## config.mk

```make
export PLATFORM = sky130hd
export DESIGN_NAME = rr_arb8
export DESIGN_NICKNAME = d
export VERILOG_FILES = /design/src/rtl/rr_arb8.sv
export SDC_FILE = /design/constraint.sdc
export NUM_CORES = 1
export LEC_CHECK = 0
export ABC_AREA = 1
export CAP_MARGIN = 10
export CORE_UTILIZATION = 49
export DETAILED_ROUTE_END_ITERATION = 16
export PLACE_DENSITY = 0.82
export SLEW_MARGIN = 20
export SYNTH_ARGS = -nofsm -noshare
export SYNTH_HDL_FRONTEND = slang
export SYNTH_SLANG_ARGS = --single-unit
```

## constraint.sdc

```tcl
create_clock -name clk -period 2.6 [get_ports clk]
set_input_delay 0.52 -clock clk [delete_from_list [all_inputs] [get_ports clk]]
set_output_delay 0.52 -clock clk [all_outputs]
set_load 0.01 [all_outputs]
```

## src/rtl/rr_arb8.sv

```systemverilog
`default_nettype none
// ============================================================================
//  Module      : rr_arb8
//  Description : Eight-way round-robin arbiter with a two-state IDLE/GRANT FSM,
//                registered one-hot grant, release on done / request drop /
//                hold-limit, and a one-cycle timeout pulse.
//  Revision    : 1.0  initial release
// ============================================================================
module rr_arb8 #(
    parameter int MAXHOLD = 16
) (
    input  logic       clk,
    input  logic       rst,
    input  logic       en,
    input  logic [7:0] req,
    input  logic       done,
    output logic [7:0] gnt,
    output logic [2:0] idx,
    output logic       valid,
    output logic       tout
);

    // Hold counter only ever needs to reach MAXHOLD-1.
    localparam int c_HOLD_W = (MAXHOLD > 1) ? $clog2(MAXHOLD) : 1;
    localparam logic [c_HOLD_W-1:0] c_HOLD_LAST =
        c_HOLD_W'((MAXHOLD > 0) ? (MAXHOLD - 1) : 0);

    localparam logic [0:0] c_IDLE  = 1'b0;
    localparam logic [0:0] c_GRANT = 1'b1;

    logic [0:0]          r_state;
    logic [2:0]          r_ptr;
    logic [2:0]          r_idx;
    logic [7:0]          r_gnt;
    logic                r_tout;
    logic [c_HOLD_W-1:0] r_hold;

    logic [2:0]          w_win;
    logic                w_any;
    logic                w_timeout;
    logic                w_release;

    // Rotating priority search: first set request above the last winner.
    always_comb begin
        logic [2:0] w_cand;
        w_win  = 3'd0;
        w_any  = 1'b0;
        w_cand = 3'd0;
        for (int i = 1; i <= 8; i++) begin
            w_cand = r_ptr + 3'(i);
            if (!w_any && req[w_cand]) begin
                w_win = w_cand;
                w_any = 1'b1;
            end
        end
    end

    // Release decode for the current holder; timeout is inert when MAXHOLD=0.
    always_comb begin
        w_timeout = (MAXHOLD != 0) && (r_hold == c_HOLD_LAST);
        w_release = done || !req[r_idx] || w_timeout;
    end

    // Arbitration FSM, grant registers, pointer, hold counter and timeout pulse.
    always_ff @(posedge clk) begin
        if (rst) begin
            r_state <= c_IDLE;
            r_ptr   <= 3'd7;
            r_idx   <= 3'd0;
            r_gnt   <= 8'd0;
            r_tout  <= 1'b0;
            r_hold  <= '0;
        end else begin
            r_tout <= 1'b0;
            case (r_state)
                c_IDLE: begin
                    if (en && w_any) begin
                        r_state <= c_GRANT;
                        r_idx   <= w_win;
                        r_ptr   <= w_win;
                        r_gnt   <= 8'b1 << w_win;
                        r_hold  <= '0;
                    end
                end
                c_GRANT: begin
                    if (w_release) begin
                        r_state <= c_IDLE;
                        r_gnt   <= 8'd0;
                        // Pulse only when the hold limit alone forced the release.
                        r_tout  <= w_timeout && !done && req[r_idx];
                    end else begin
                        r_hold  <= r_hold + 1'b1;
                    end
                end
                default: begin
                    r_state <= c_IDLE;
                    r_gnt   <= 8'd0;
                end
            endcase
        end
    end

    assign gnt   = r_gnt;
    assign idx   = r_idx;
    assign valid = (r_state == c_GRANT);
    assign tout  = r_tout;

endmodule
`default_nettype wire

```

==> flow_metrics.env <==
export IMPL_post_route_util_pct=66.41
export IMPL_max_freq_ghz=0.4167
export IMPL_numCtsBuffers=3
export IMPL_placedCellCount=341
export IMPL_critical_path_required_ns=2.84
export IMPL_yosys_top_cells_area="sky130_fd_sc_hd__dfxtp_1 (25%), sky130_fd_sc_hd__nand2_1 (17%), sky130_fd_sc_hd__nand3_1 (11%)"
export IMPL_dpl_worst_slack_ns=-0.02947
export IMPL_slew_viol_final=0
export IMPL_cts_sinks=20
export IMPL_drc=0
export IMPL_layout_min_cycle_time_ns=2.400
export IMPL_final_cells=345
export IMPL_p_leak_nw=0.9558
export IMPL_finalWirelength_mm=4.049
export IMPL_clk_transition_reported_paths_ns=0.11
export IMPL_most_frequent_cells_in_the_layout="sky130_fd_sc_hd__nand2_1 (75), sky130_fd_sc_hd__nand3_1 (35), sky130_fd_sc_hd__inv_1 (29)"
export IMPL_initial_utilization_pct=52.58
export IMPL_maximum_vdd_drop_mv=0.6731
export IMPL_cell_at_the_root_of_the_clock_tree="sky130_fd_sc_hd__clkbuf_4"
export IMPL_area_growth_synth_to_final_pct=26.30
export IMPL_die_area_mm2=0.003565
export IMPL_fp_coreArea_mm2=0.003103
export IMPL_drtAntennaViolNets=0
export IMPL_chipHeight_um=59.71
export IMPL_clkLatencyLatePin_ns=0.30
export IMPL_hold_path_depth=2
export IMPL_detail_route_first_pass_iterations=4
export IMPL_port_buffers=24
export IMPL_outcome="complete, no violations"
export IMPL_depth_of_the_most_critical_reg_to_reg_path=17
export IMPL_synth_cell_types=32
export IMPL_synth_top_cell_by_area="sky130_fd_sc_hd__dfxtp_1"
export IMPL_grt_use_total_pct=25.17
export IMPL_chipWidth_um=59.71
export IMPL_antenna_cells=0
export IMPL_routabilityCongestion=0.9283
export IMPL_cts_tree="built"
export IMPL_worstHoldPathType="flip-flop to flip-flop"
export IMPL_cp_end_kind="flip-flop"
export IMPL_final_hold_violation_count=0
export IMPL_postSynthAreaPerCell_um2=6.157
export IMPL_critPathMaxFanout=12
export IMPL_post_cts_setup_buffers=0
export IMPL_startpoint_kind_of_the_worst_setup_timing_path="flip-flop"
export IMPL_netlist_area_leader_share_pct=24.54
export IMPL_maxSlewHeadroom_pct=70.07
export IMPL_netlist_instances=265
export IMPL_post_cts_hold_buffer_count=0
export IMPL_worst_case_hold_slack_ns=0.4702
export IMPL_antenna_found_initial=0
export IMPL_final_nets=317
export IMPL_worst_setup_path_type="flip-flop to flip-flop"
export IMPL_tightestPinTransition_ns=0.4484
export IMPL_grt_max_degree=14
export IMPL_layout_commonest_cell="sky130_fd_sc_hd__nand2_1"
export IMPL_io_pin_count=25
export IMPL_ys_ff_latch=20
export IMPL_drive_above_1_share_pct=14.62
export IMPL_postSynthNetCount=280
export IMPL_min_period_over_period_pct=92.30
export IMPL_grt_pass1_vias=1609
export IMPL_average_wire_length_per_cell_after_detail_routing_um=11.74
export IMPL_power_per_cell_area_mw_per_mm2=1202
export IMPL_cts_htree_levels=1
export IMPL_finalSetupViolCount=0
export IMPL_globalRoute_totalOverflow=0
export IMPL_row_count=20
export IMPL_synthesis_yosys_warnings=0
export IMPL_vias=1798
export IMPL_drv_max_cap_violation_count=0
export IMPL_grt_first_pass_wirelength_mm=6.975
export IMPL_drt_initial_drc_count=76
export IMPL_worst_endpoint_arrival_ns=2.64
export IMPL_netlist_area_mm2=0.001632
export IMPL_detailed_place_hpwl_mm=3.094
export IMPL_clock_skew_final_ns=0.001891
export IMPL_routed_via_density=5.212
export IMPL_cts_root_to_sink_buffers=2
export IMPL_post_layout_worst_setup_margin_ns=0.2001
export IMPL_ys_seq_area_share_pct=24.54
worst paths after layout:
path | startpoint | to | slack, ns
max | r_ptr[0]$_SDFFE_PP1P_ | gnt[7]$_SDFFE_PP0P_ | 0.20
min | gnt[1]$_SDFFE_PP0P_ | gnt[1]$_SDFFE_PP0P_ | 0.47
min reg2reg | gnt[1]$_SDFFE_PP0P_ | gnt[1]$_SDFFE_PP0P_ | 0.47
max reg2reg | r_ptr[0]$_SDFFE_PP1P_ | gnt[7]$_SDFFE_PP0P_ | 0.20
cell type report:
| cell class | instances | area (um2) |
|---|---|---|
| sequential | 20 | 401.6 |
| tap | 44 | 55.05 |
| inverter | 35 | 135.1 |
| multi-input combinational | 206 | 1095 |
| fill | 298 | 1042 |
| clock buffer | 4 | 36.28 |
| timing repair buffer | 36 | 337.8 |
metrics by stage:
step	cell area [um2]	setup TNS (ns)	power, mW
global route	2061	-0.01385	2.721
detailed placement	1983	-0.1893	2.191
finish	2061	0	2.476
CTS	2019	0	2.373
floorplan	1632	0	1.710
global placement	1983	-0.09991	2.176
cell families (layout without fill, tap and decap cells):
kind of cell / count (synthesis) / in the layout / share of synthesized area [%]
AND/OR/NAND/NOR: 168 / 168 / 49.31
flip-flops: 20 / 20 / 24.54
XOR/XNOR: 3 / 3 / 2.071
adder cells (fa/ha/maj): 3 / 3 / 2.301
AO/OA/AOI/OAI: 32 / 32 / 11.58
buffers and inverters: 39 / 75 / 10.20
routing by layer:
metal  track usage (%)  wire (um)  up-vias
li1                  -          -      949
met1             35.78       1976      787
met2             40.00       1845       60
met3             4.978        220        2
met4             3.987          6        0
met5                 0          0        -
critical path, cell delays in order, from the launching register on:
cell                      delay (ns)
sky130_fd_sc_hd__dfxtp_1        0.34
sky130_fd_sc_hd__buf_6          0.15
sky130_fd_sc_hd__ha_1           0.21
sky130_fd_sc_hd__inv_1          0.05
sky130_fd_sc_hd__nand2_1        0.05
sky130_fd_sc_hd__nand2_2        0.12
sky130_fd_sc_hd__inv_1          0.09
sky130_fd_sc_hd__nand3_2        0.09
sky130_fd_sc_hd__nand2_4        0.09
sky130_fd_sc_hd__nor2_8         0.14
sky130_fd_sc_hd__nand4_4        0.10
sky130_fd_sc_hd__nor2_4         0.17
sky130_fd_sc_hd__nand3_2        0.12
sky130_fd_sc_hd__nand2_4        0.11
sky130_fd_sc_hd__inv_2          0.05
sky130_fd_sc_hd__a21oi_4        0.21
sky130_fd_sc_hd__nand2_1        0.08
sky130_fd_sc_hd__a21oi_1        0.16
power by group:
| group | leakage [nW] | total, mW | switching, mW | internal [mW] |
|---|---|---|---|---|
| registers | 0.163 | 0.453 | 0.0730 | 0.380 |
| clock network | 0.0210 | 0.181 | 0.0954 | 0.0855 |
| logic | 0.772 | 1.84 | 1.14 | 0.701 |
cell usage after synthesis (all sizes together):
cell     n
nand3   40
nand4    9
ha       3
nor2    34
a21oi   16
and3     1
inv     34
o32ai    2
buf      3
o211ai   2
dfxtp   20
clkinv   1
nor3     4
xor2     1
xnor2    2
o21ai   11
nand2   80
clkbuf   1
o22ai    1
registers in the layout, summed over array words and instances (netlist names):
signal  count
r_ptr       3
valid       1
tout        1
gnt         8
idx         3
r_hold      4
repair_timing:
item                                    4_1_cts  5_1_grt
endpoints found under the setup margin        0       17
resized for setup                             0       11
hold endpoints to repair                      0        0
No activity file was read; power rests on OpenSTA's default activity.
